`src/rtl/apb_cmd_master.sv`:
```
// apb_cmd_master: turns valid/ready commands into APB SETUP+ACCESS transfers.
// Define APB_MASTER_TIMEOUT_EN to abort ACCESS after TIMEOUT_CYCLES waits.
module apb_cmd_master #(
  parameter int ADDR_WIDTH     = 8,
  parameter int DATA_WIDTH     = 32,
  parameter int STRB_WIDTH     = DATA_WIDTH/8,
  parameter int TIMEOUT_CYCLES = 16
) (
  input  logic                  pclk,
  input  logic                  preset,
  input  logic                  cmd_valid,
  output logic                  cmd_ready,
  input  logic                  cmd_write,
  input  logic [ADDR_WIDTH-1:0] cmd_addr,
  input  logic [DATA_WIDTH-1:0] cmd_wdata,
  input  logic [STRB_WIDTH-1:0] cmd_strb,
  output logic                  rsp_valid,
  input  logic                  rsp_ready,
  output logic [DATA_WIDTH-1:0] rsp_rdata,
  output logic                  rsp_err,
  output logic                  rsp_timeout,
  output logic [ADDR_WIDTH-1:0] paddr,
  output logic                  psel,
  output logic                  penable,
  output logic                  pwrite,
  output logic [DATA_WIDTH-1:0] pwdata,
  output logic [STRB_WIDTH-1:0] pstrb,
  input  logic [DATA_WIDTH-1:0] prdata,
  input  logic                  pready,
  input  logic                  pslverr
);

  typedef enum logic [1:0] {
    S_IDLE,
    S_SETUP,
    S_ACCESS,
    S_RESP
  } state_t;

  state_t                r_state, w_state;
  logic                  r_psel, w_psel;
  logic                  r_penable, w_penable;
  logic                  r_pwrite, w_pwrite;
  logic [ADDR_WIDTH-1:0] r_paddr, w_paddr;
  logic [DATA_WIDTH-1:0] r_pwdata, w_pwdata;
  logic [STRB_WIDTH-1:0] r_pstrb, w_pstrb;
  logic                  r_rsp_valid, w_rsp_valid;
  logic [DATA_WIDTH-1:0] r_rsp_rdata, w_rsp_rdata;
  logic                  r_rsp_err, w_rsp_err;
  logic                  w_accept;

`ifdef APB_MASTER_TIMEOUT_EN
  localparam int CW = $clog2(TIMEOUT_CYCLES + 1);
  logic [CW-1:0] r_cnt, w_cnt;
  logic          r_rsp_to, w_rsp_to;
`else
  logic w_unused_to;
  assign w_unused_to = (TIMEOUT_CYCLES > 0);
`endif

  assign cmd_ready = (r_state == S_IDLE) && !preset;
  assign w_accept  = cmd_valid && cmd_ready;

  always_comb begin
    w_state     = r_state;
    w_psel      = r_psel;
    w_penable   = r_penable;
    w_pwrite    = r_pwrite;
    w_paddr     = r_paddr;
    w_pwdata    = r_pwdata;
    w_pstrb     = r_pstrb;
    w_rsp_valid = r_rsp_valid;
    w_rsp_rdata = r_rsp_rdata;
    w_rsp_err   = r_rsp_err;
`ifdef APB_MASTER_TIMEOUT_EN
    w_cnt       = r_cnt;
    w_rsp_to    = r_rsp_to;
`endif
    unique case (r_state)
      S_IDLE: begin
        if (w_accept) begin
          w_paddr   = cmd_addr;
          w_pwrite  = cmd_write;
          w_pwdata  = cmd_wdata;
          w_pstrb   = cmd_write ? cmd_strb : '0;
          w_psel    = 1'b1;
          w_penable = 1'b0;
          w_state   = S_SETUP;
        end
      end
      S_SETUP: begin
        w_penable = 1'b1;
        w_state   = S_ACCESS;
`ifdef APB_MASTER_TIMEOUT_EN
        w_cnt     = '0;
`endif
      end
      S_ACCESS: begin
        if (pready) begin
          w_rsp_rdata = r_pwrite ? '0 : prdata;
          w_rsp_err   = pslverr;
          w_psel      = 1'b0;
          w_penable   = 1'b0;
          w_rsp_valid = 1'b1;
          w_state     = S_RESP;
`ifdef APB_MASTER_TIMEOUT_EN
          w_rsp_to    = 1'b0;
        end else if (r_cnt == CW'(TIMEOUT_CYCLES - 1)) begin
          // last allowed wait cycle elapsed with no pready: abort
          w_rsp_rdata = '1;
          w_rsp_err   = 1'b1;
          w_rsp_to    = 1'b1;
          w_psel      = 1'b0;
          w_penable   = 1'b0;
          w_rsp_valid = 1'b1;
          w_state     = S_RESP;
        end else begin
          w_cnt = r_cnt + 1'b1;
`endif
        end
      end
      S_RESP: begin
        if (rsp_ready) begin
          w_rsp_valid = 1'b0;
          w_state     = S_IDLE;
        end
      end
      default: w_state = S_IDLE;
    endcase
  end

  always_ff @(posedge pclk) begin
    if (preset) begin
      r_state     <= S_IDLE;
      r_psel      <= 1'b0;
      r_penable   <= 1'b0;
      r_pwrite    <= 1'b0;
      r_paddr     <= '0;
      r_pwdata    <= '0;
      r_pstrb     <= '0;
      r_rsp_valid <= 1'b0;
      r_rsp_rdata <= '0;
      r_rsp_err   <= 1'b0;
`ifdef APB_MASTER_TIMEOUT_EN
      r_cnt       <= '0;
      r_rsp_to    <= 1'b0;
`endif
    end else begin
      r_state     <= w_state;
      r_psel      <= w_psel;
      r_penable   <= w_penable;
      r_pwrite    <= w_pwrite;
      r_paddr     <= w_paddr;
      r_pwdata    <= w_pwdata;
      r_pstrb     <= w_pstrb;
      r_rsp_valid <= w_rsp_valid;
      r_rsp_rdata <= w_rsp_rdata;
      r_rsp_err   <= w_rsp_err;
`ifdef APB_MASTER_TIMEOUT_EN
      r_cnt       <= w_cnt;
      r_rsp_to    <= w_rsp_to;
`endif
    end
  end

  assign psel      = r_psel;
  assign penable   = r_penable;
  assign pwrite    = r_pwrite;
  assign paddr     = r_paddr;
  assign pwdata    = r_pwdata;
  assign pstrb     = r_pstrb;
  assign rsp_valid = r_rsp_valid;
  assign rsp_rdata = r_rsp_rdata;
  assign rsp_err   = r_rsp_err;
`ifdef APB_MASTER_TIMEOUT_EN
  assign rsp_timeout = r_rsp_to;
`else
  assign rsp_timeout = 1'b0;
`endif

endmodule

```
`config.mk`:
```
export PLATFORM = sky130hd
export DESIGN_NAME = apb_cmd_master
export DESIGN_NICKNAME = d
export VERILOG_FILES = /design/src/rtl/apb_cmd_master.sv
export SDC_FILE = /design/constraint.sdc
export NUM_CORES = 1
export LEC_CHECK = 0
export BUFFER_PORTS_ARGS = -buffer_cell sky130_fd_sc_hd__buf_2
export CELL_PAD_IN_SITES_DETAIL_PLACEMENT = 0
export CELL_PAD_IN_SITES_GLOBAL_PLACEMENT = 1
export CORE_MARGIN = 5
export CORE_UTILIZATION = 34
export DETAILED_ROUTE_END_ITERATION = 10
export HOLD_SLACK_MARGIN = 0.02
export PLACE_DENSITY = 0.9
export SYNTH_ARGS = -nofsm -noshare
export SYNTH_HDL_FRONTEND = slang
export SYNTH_SLANG_ARGS = --single-unit
```
`constraint.sdc`:
```
create_clock -name pclk -period 2.3 [get_ports pclk]
set_input_delay 0 -clock pclk [delete_from_list [all_inputs] [get_ports pclk]]
set_output_delay 0 -clock pclk [all_outputs]
set_load 0.02 [all_outputs]
```
==> flow_summary.json, run 1 <==
{
  "max_freq_ghz": 0.5094,
  "grt_max_degree": 46,
  "ctsResizeCount": 0,
  "max_slew.worst_pin.slew_ps": 883.6,
  "syn2layout_area_growth_pct": 56.96,
  "synth_seq_cells": 83,
  "ctsHtreeMaxLevel": 3,
  "grt_setup_unrepaired": "false",
  "die-width_microns": 107.0,
  "setup_viol": 0,
  "postRouteAntennaNets": 0,
  "syn_nets": 468,
  "finalMaxSlewViolations": 0,
  "busiest_layer": "met2",
  "insertion_delay_ps": 340,
  "ys_top_cells_by_area": "dfxtp_1 52%, nand2_1 15%, nand3b_1 7.5%, nand3_1 6.9%, a21oi_1 6.3%",
  "grtUsageMet3_pct": 5.298,
  "outcome": "completed",
  "ys_warn_count": 0,
  "clockBufferDepth": 2,
  "netlist_area_sq_mm": 0.003198,
  "synth_cell_types": 26,
  "grt.met2_usage_pct": 29.86,
  "crit_chain": "inv_1 > ha_1 > and3b_2 > nand3_1 > a21oi_1",
  "period_share_pct": 85.35,
  "synth_common_cells": "126 x nand2_1, 83 x dfxtp_1, 44 x nand3_1, 40 x a21oi_1, 32 x nand3b_1",
  "use_met1_pct": 21.35,
  "tns_ps": 0,
  "utilization_pct": 54.58,
  "coreArea_sq_mm": 0.009196,
  "cts.sinks": 83,
  "leakage_nw": 2.453,
  "p_per_area_mw_per_mm2": 858.6,
  "max_stage_delay_ps": 810,
  "cpMaxStageDelayCell": "and3b_2",
  "first_global_vias": 3499,
  "drive_above_1_share_pct": 30.41,
  "cp-end-kind": "flip-flop",
  "required_ps": 2570,
  "slew_headroom_pct": 41.01,
  "crit_type": "reg2reg",
  "die_y_microns": 107.0,
  "synth_flop_cell": "dfxtp_1",
  "firstDrtPassIters": 4,
  "first_iter_violations": 140,
  "wl_per_cell_microns": 14.48,
  "cts_hold_buf": 80,
  "dr_total_vias": 3520,
  "synth-seq-area-share_pct": 51.96,
  "power_w": 0.004310,
  "vdd.ir_drop.worst_v": 0.0004528,
  "hpwl_mm": 6.339,
  "cts-root-buf": "clkbuf_8",
  "io-pin-count": 166,
  "initial_utilization_pct": 34.78,
  "yosysMostFrequentCell": "nand2_1",
  "numCtsBuffers": 9,
  "grt_pass1_wl_mm": 16.57,
  "yosysTopAreaCellShare_pct": 51.96,
  "grtUsageTotal_pct": 17.88,
  "antenna_found_initial": 0,
  "synth-edff-count": 0,
  "finClkSkew_ps": 12.29,
  "finish.net_count": 698,
  "start_kind": "flip-flop",
  "synth.avg_cell_area_sq_um": 8.416,
  "async_reset_ff_share_pct": 0,
  "yosys.area.top_type": "dfxtp_1",
  "hold_viol_final": 0,
  "grt_overflow_total": 0,
  "num_antenna_cells": 0,
  "wirelength_mm": 10.51,
  "worstPathArrival_ps": 2230,
  "clkSlewWorstSetupHoldPaths_ps": 80,
  "die_area_sq_mm": 0.01145,
  "route.detailed.drc": 0,
  "row_count": 35,
  "synthCells": 380,
  "maxCapViolCount": 0,
  "cp_max_fo": 45,
  "period_minus_slack_ps": 1963,
  "place_congestion": 0.7913,
  "viasPerCell": 4.848,
  "port-buffer-count": 164,
  "cts_tree": "yes",
  "hold_path_class": "in2reg",
  "cts_setup_buffers": 0
}
flip-flops by register name, indices dropped and copies added (netlist names):
register,count
pwdata,32
rsp_rdata,32
paddr,8
pstrb,4
r_state,2
penable,1
psel,1
pwrite,1
rsp_err,1
rsp_valid,1
area by class of cell:
type / count / area [sq um]
Clock buffer: 10 / 127.6
Clock inverter: 6 / 90.09
Fill cell: 765 / 4177
Inverter: 4 / 15.01
Multi-Input combinational cell: 264 / 1335
Sequential cell: 83 / 1662
Tap cell: 111 / 138.9
Timing Repair Buffer: 248 / 1652
through the flow:
stage | setup slack (ps) | instances | hold WS [ps] | cell area, sq um
floorplan | 922.9 | 380 | 98.95 | 3198
global placement | 463.0 | 630 | 181.8 | 4001
detailed placement | 337.3 | 630 | 184.6 | 4001
CTS | 314.6 | 726 | 29.63 | 5020
global route | 117.8 | 726 | 56.79 | 5020
finish | 336.9 | 726 | 52.54 | 5020
per-layer routing:
layer | vias to the layer above | share of wire, %
met3 | 24 | 8.5
met4 | 0 | 2.6
met5 | - | 0
met1 | 1616 | 43
li1 | 1711 | -
met2 | 169 | 46
placed cells by master (no fill, tap or decap), types with 2 or more instances in the layout:
cell type        n
buf_2          164
nand2_1        126
dfxtp_1         83
dlygate4sd3_1   80
nand3_1         44
a21oi_1         40
nand3b_1        32
clkbuf_8         9
ha_1             5
nor2b_1          4
buf_4            4
inv_1            3
bufinv_16        2
clkinv_4         2
logic make-up after synthesis:
family / count (synthesis) / share of synthesized area, %
flops: 83 / 51.96
mux: 1 / 0.3130
fa+ha+maj: 5 / 1.956
compound gates: 46 / 7.747
other cells: 1 / 0.1173
buf+inv: 33 / 6.338
simple gates: 211 / 31.57
worst max-delay path: cells and delay by family, from the launching register on:
family          cells  cell delay, ps
simple gates        2             970
compound gates      1             170
buf+inv             1              90
flops               1             360
fa+ha+maj           1             280
worst paths after layout:
path	start	to	slack, ps	depth (start not counted)
max reg2reg	r_state[0]	pstrb[1]	340	5
min	cmd_valid	psel	50	3
max	r_state[0]	pstrb[1]	340	5
min reg2reg	rsp_rdata[9]	rsp_rdata[9]	450	2
power by group:
group / internal (W) / leakage, nW / switching [W]
combinational: 0.000518 / 1.67 / 0.000831
clock: 0.000614 / 0.106 / 0.000524
sequential: 0.00168 / 0.677 / 0.000147
total: 0.00281 / 2.45 / 0.00150
Power figures use the tool's default switching activity.
==> run 2, diff against run 1 <==
ABC_AREA = 1   (was unset)
CORE_UTILIZATION = 30   (was 34)
PLACE_DENSITY = 0.83   (was 0.9)
clock period = 2.2 ns   (was 2.3 ns; I/O delays follow)
==> run 2 against run 1 <==
  * Sequential power up 4%
  * Total power up 8.4%
  * Area after synthesis is 2.2% lower
  * Die area grew 9.8%
  * Critical path depth up 2
  * Register-to-register slack improved by 20 ps
  * Combinational power is 17% higher
  * Worst setup slack improved by 16 ps
  * First-iteration DRC count up 53%
==> flow_summary.json, run 2 <==
{
  "synth_xor_area_share_pct": 0,
  "cp-end-kind": "flip-flop",
  "first_iter_violations": 214,
  "yosysMostFrequentCell": "nand2_1",
  "wl_per_cell_microns": 13.24,
  "clockBufferDepth": 2,
  "row_count": 37,
  "route.detailed.drc": 0,
  "swShare_pct": 36.19,
  "grtUsageTotal_pct": 15.85,
  "outcome": "completed",
  "grt_max_degree": 47,
  "insertion_delay_ps": 350,
  "n_fill_cell": 960,
  "ys_warn_count": 0,
  "grt_setup_unrepaired": "false",
  "synth-edff-count": 0,
  "multiInputGateArea_sq_mm": 0.001239,
  "crit_type": "reg2reg",
  "pwr-share-seq_pct": 40.8,
  "synth-seq-area-share_pct": 53.12,
  "p_int_w": 0.002982,
  "drive_above_1_share_pct": 30.25,
  "async_reset_ff_share_pct": 0,
  "numCtsBuffers": 9,
  "ys_top_cells_by_area": "dfxtp_1 53%, nand2_1 16%, nand3_1 12%, a21oi_1 6.4%, ha_1 2.0%",
  "hold_path_class": "in2reg",
  "synth_common_cells": "133 x nand2_1, 83 x dfxtp_1, 73 x nand3_1, 40 x a21oi_1, 15 x inv_1",
  "r2r_cells": 7,
  "cts.sinks": 83,
  "required_ps": 2440,
  "cts_setup_buffers": 0,
  "initial_utilization_pct": 30.57,
  "slew_headroom_pct": 64.10,
  "period_share_pct": 83.97,
  "synthCells": 399,
  "cts-root-buf": "clkbuf_8",
  "port-buffer-count": 164,
  "synth_flop_cell": "dfxtp_1",
  "synth.area.mux_share_pct": 0,
  "period_minus_slack_ps": 1847,
  "dpl-instance-area_sq_mm": 0.004004,
  "finalMaxSlewViolations": 0,
  "tns_ps": 0,
  "synth_seq_cells": 83,
  "die_area_sq_mm": 0.01257,
  "setup_viol": 0,
  "wirelength_mm": 10.25,
  "antenna_found_initial": 0,
  "finClkSkew_ps": 5.786,
  "syn_nets": 487,
  "coreArea_sq_mm": 0.01023,
  "synth_cell_types": 20,
  "yosysTopAreaCellShare_pct": 53.12,
  "cts_tree": "yes",
  "finish.net_count": 721,
  "firstDrtPassIters": 5,
  "grt_pass1_wl_mm": 16.26,
  "synth_compound_area_share_pct": 7.320,
  "p_per_area_mw_per_mm2": 930.5,
  "postRouteAntennaNets": 0,
  "start_kind": "flip-flop",
  "place_congestion": 0.7606,
  "die_y_microns": 112.1,
  "synth.avg_cell_area_sq_um": 7.840,
  "io-pin-count": 166,
  "ctsHtreeMaxLevel": 3,
  "max_freq_ghz": 0.5413,
  "viasPerCell": 4.503,
  "final_common_cell": "buf_2",
  "min_path_cells": 4,
  "seqCellArea_sq_mm": 0.001662,
  "synth_top_family_by_area": "simple AND/OR/NAND/NOR gates",
  "clkSlewWorstSetupHoldPaths_ps": 80,
  "grt_overflow_total": 0,
  "vdd.ir_drop.worst_v": 0.0005990,
  "yosys.area_share.simple_pct": 30.08,
  "syn2layout_area_growth_pct": 60.56,
  "power.switching_w": 0.001691,
  "clockPowerShare_pct": 25.4,
  "dr_total_vias": 3485,
  "die-width_microns": 112.1,
  "cp_max_fo": 5,
  "netlist_area_sq_mm": 0.003128,
  "synth_adder_area_share_pct": 2.000,
  "ctsResizeCount": 0,
  "worstPathArrival_ps": 2090,
  "mostFrequentLayoutCells": "164 x buf_2, 132 x nand2_1, 83 x dfxtp_1",
  "fin_area_sq_mm": 0.005022,
  "hold_viol_final": 0,
  "leakage_nw": 2.525,
  "hpwl_mm": 6.577,
  "yosys.area.top_type": "dfxtp_1",
  "first_global_vias": 3366,
  "maxCapViolCount": 0,
  "num_antenna_cells": 0,
  "max_slew.worst_pin.slew_ps": 537.7,
  "comb_power_share_pct": 33.8
}
## run 2: worst max-delay path, stage by stage, from the launching register on
cell	delay [ps]
dfxtp_1	420
inv_1	90
ha_1	270
nand2_1	170
nand2_1	100
nand2_1	60
a21oi_1	50
dlygate4sd3_1	570
## run 2: cell type report
class,count,area share (%)
well taps,136,3.388
multi-input cells,271,24.66
flip-flops and latches,83,33.08
clock buffers,10,2.541
inverters,18,1.345
repair buffers,250,33.18
clock inverters,6,1.794
## run 2: per-layer routing
metal	up-vias	GRT usage, %	part of all wire [%]
met5	-	0	0
met4	0	10.10	4.2
met3	30	3.666	5.7
met2	129	28.45	52
met1	1579	16.56	38
li1	1747	-	-
## run 2: cells by family after synthesis
| group | count (synthesis) |
|---|---|
| buf+inv | 45 |
| simple gates | 220 |
| compound gates | 45 |
| other cells | 1 |
| flops | 83 |
| fa+ha+maj | 5 |
## run 2: power groups by stage
stage,Combinational (W),Clock [W],Sequential [W]
2_1_floorplan,0.000722,0,0.00223
3_3_place_gp,0.00144,0,0.00193
3_5_place_dp,0.00147,0,0.00194
4_1_cts,0.00159,0.00124,0.00191
5_1_grt,0.00175,0.00128,0.00194
6_report,0.00158,0.00119,0.00190
## run 2: worst paths after layout
check / from / end / slack [ps]
setup / recovery: r_state[0] / rsp_valid / 350
hold / removal: cmd_valid / psel / 60
setup reg to reg: r_state[0] / rsp_valid / 350
hold reg to reg: psel / psel / 450
## run 2: metrics by stage
stage,setup WS [ps],instances,util [%],total power [W],hold WS [ps]
3_5_place_dp,526.6,678,39.13,0.003406,198.0
4_1_cts,373.9,774,49.09,0.004736,26.05
3_3_place_gp,594.9,678,39.13,0.003372,194.3
6_report,352.6,774,49.09,0.004673,59.93
2_1_floorplan,728.8,399,-,0.002949,51.38
5_1_grt,242.1,774,49.09,0.004973,87.13
## run 2: timing repair
action | 4_1_cts | 5_1_grt
hold buffers | 80 | 0
hold endpoints to repair | 82 | 0
endpoints found under the setup margin | 0 | 0
==> run 3, diff against run 2 <==
clock period = 1.7 ns   (was 2.2 ns; I/O delays follow)
==> run 3 against run 2 <==
  * Sequential power is 29% higher
  * Sequential share of layout area down 0.25 points
  * Total power grew 28%
  * Critical endpoint is now pwdata[1]
  * Clock skew hardly changed
==> flow_summary.json, run 3 (synthesized netlist as in run 2, its figures left out) <==
{
  "first_global_vias": 3435,
  "p_per_area_mw_per_mm2": 1183,
  "dr_total_vias": 3418,
  "clockPowerShare_pct": 23.2,
  "tns_ps": 0,
  "setup_viol": 0,
  "swShare_pct": 36.28,
  "wirelength_mm": 10.21,
  "die_y_microns": 112.1,
  "fin_ws_ps": 173.6,
  "io-pin-count": 166,
  "insertion_delay_ps": 340,
  "r2r_cells": 9,
  "start_kind": "flip-flop",
  "vdd.ir_drop.worst_v": 0.0004545,
  "finClkSkew_ps": 5.437,
  "crit_type": "reg2reg",
  "grt_setup_unrepaired": "false",
  "leakage_nw": 2.542,
  "row_count": 37,
  "worstPathArrival_ps": 1760,
  "cp-end-kind": "flip-flop",
  "cp_max_fo": 33,
  "period_share_pct": 89.79,
  "viasPerCell": 4.410,
  "cts_setup_buffers": 0,
  "min_path_cells": 5,
  "hold_path_class": "in2reg",
  "grtUsageTotal_pct": 16.07,
  "dpl-instance-area_sq_mm": 0.004076,
  "hpwl_mm": 6.647,
  "num_antenna_cells": 0,
  "die_area_sq_mm": 0.01257,
  "cts_tree": "yes",
  "postRouteAntennaNets": 0,
  "max_freq_ghz": 0.6551,
  "outcome": "completed",
  "dp.cells": 681,
  "r2r-start": "r_state[1]",
  "drive_above_1_share_pct": 30.52,
  "fin_area_sq_mm": 0.005060,
  "die-width_microns": 112.1,
  "pre_cts_ws_ps": 173.7,
  "final_common_cell": "buf_2",
  "hold_viol_final": 0,
  "cts.sinks": 83,
  "power_w": 0.005985,
  "port-buffer-count": 164,
  "antenna_found_initial": 0,
  "grt_overflow_total": 0,
  "finalMaxSlewViolations": 0,
  "whs_endpoint": "rsp_valid",
  "pwr-share-seq_pct": 41.1,
  "cts-root-buf": "clkbuf_8",
  "grt_max_degree": 44,
  "firstDrtPassIters": 4,
  "numCtsBuffers": 9,
  "ctsHtreeMaxLevel": 3,
  "comb_power_share_pct": 35.7,
  "power.switching_w": 0.002172,
  "min-delay-start": "pready",
  "initial_utilization_pct": 30.57,
  "fin_cells": 775,
  "wl_per_cell_microns": 13.18,
  "coreArea_sq_mm": 0.01023,
  "timing.rr.end": "pwdata[1]",
  "maxCapViolCount": 0,
  "r2r_slack_ps": 170,
  "required_ps": 1940,
  "p_int_w": 0.003814,
  "clockBufferDepth": 2,
  "finish.net_count": 723,
  "syn2layout_area_growth_pct": 61.76,
  "clkSlewWorstSetupHoldPaths_ps": 80,
  "mostFrequentLayoutCells": "164 x buf_2, 132 x nand2_1, 83 x dfxtp_1",
  "place_congestion": 0.7539,
  "period_minus_slack_ps": 1526,
  "first_iter_violations": 198,
  "route.detailed.drc": 0,
  "grt_pass1_wl_mm": 16.59
}
==> run 3: cell count changes in the layout (fill, tap and decap cells not counted), sizes merged <==
cell         previous run  this run
buf                   170       173
bufinv                  2         1
clkbuf                 10        11
clkinv                  3         2
dlygate4sd3            80        79
==> run 3: area by class of cell <==
type,count,area [sq um]
fill,1003,5171
timing repair buffer,252,1729
sequential,83,1662
multi-input combinational,271,1239
tap,136,170.2
clock buffer,11,141.4
inverter,18,67.56
clock inverter,4,51.30
==> run 3: how the worst max path moves through the flow <==
stage               slack (ps)  cells past startpoint    endpoint        from
finish                     170                      9   pwdata[1]  r_state[1]
CTS                        160                      9   pwdata[1]  r_state[1]
floorplan                  230                      9    paddr[0]  r_state[0]
global route                20                      8    pstrb[1]  r_state[1]
detailed placement         170                      9  pwdata[30]  r_state[1]
global placement           240                      9  pwdata[20]  r_state[1]
==> run 3: power by group through the flow <==
stage	clock network, W	logic [W]	registers [W]
2_1_floorplan	0	0.000935	0.00288
3_3_place_gp	0	0.00197	0.00249
3_5_place_dp	0	0.00200	0.00250
4_1_cts	0.00145	0.00215	0.00246
5_1_grt	0.00153	0.00236	0.00251
6_report	0.00139	0.00214	0.00246
==> run 3: critical path, stage by stage, from the launching register on <==
cell     delay, ps
dfxtp_1        400
inv_1           80
ha_1           220
inv_2           80
nor2_2          40
nand2_2        180
inv_1          120
buf_12         180
nand2_1         70
nand2_1         60
==> run 3: through the flow <==
| step | util [%] | hold slack, ps |
|---|---|---|
| 6_report | 49.46 | 55.93 |
| 3_3_place_gp | 39.84 | 193.5 |
| 5_1_grt | 49.46 | 87.02 |
| 4_1_cts | 49.46 | 30.93 |
| 3_5_place_dp | 39.84 | 196.5 |
| 2_1_floorplan | - | 51.38 |
==> run 3: per-layer routing <==
metal / global-route usage, % / routed length, microns
met1: 18.08 / 4175
met2: 27.14 / 5010
met3: 4.798 / 578
met4: 8.974 / 447
met5: 0 / 0
==> run 3: repair_timing <==
| item | 4_1_cts | 5_1_grt |
|---|---|---|
| hold endpoints to repair | 78 | 0 |
| gates resized for setup | 0 | 0 |
| hold buffers | 79 | 0 |
| endpoints found under the setup margin | 0 | 0 |
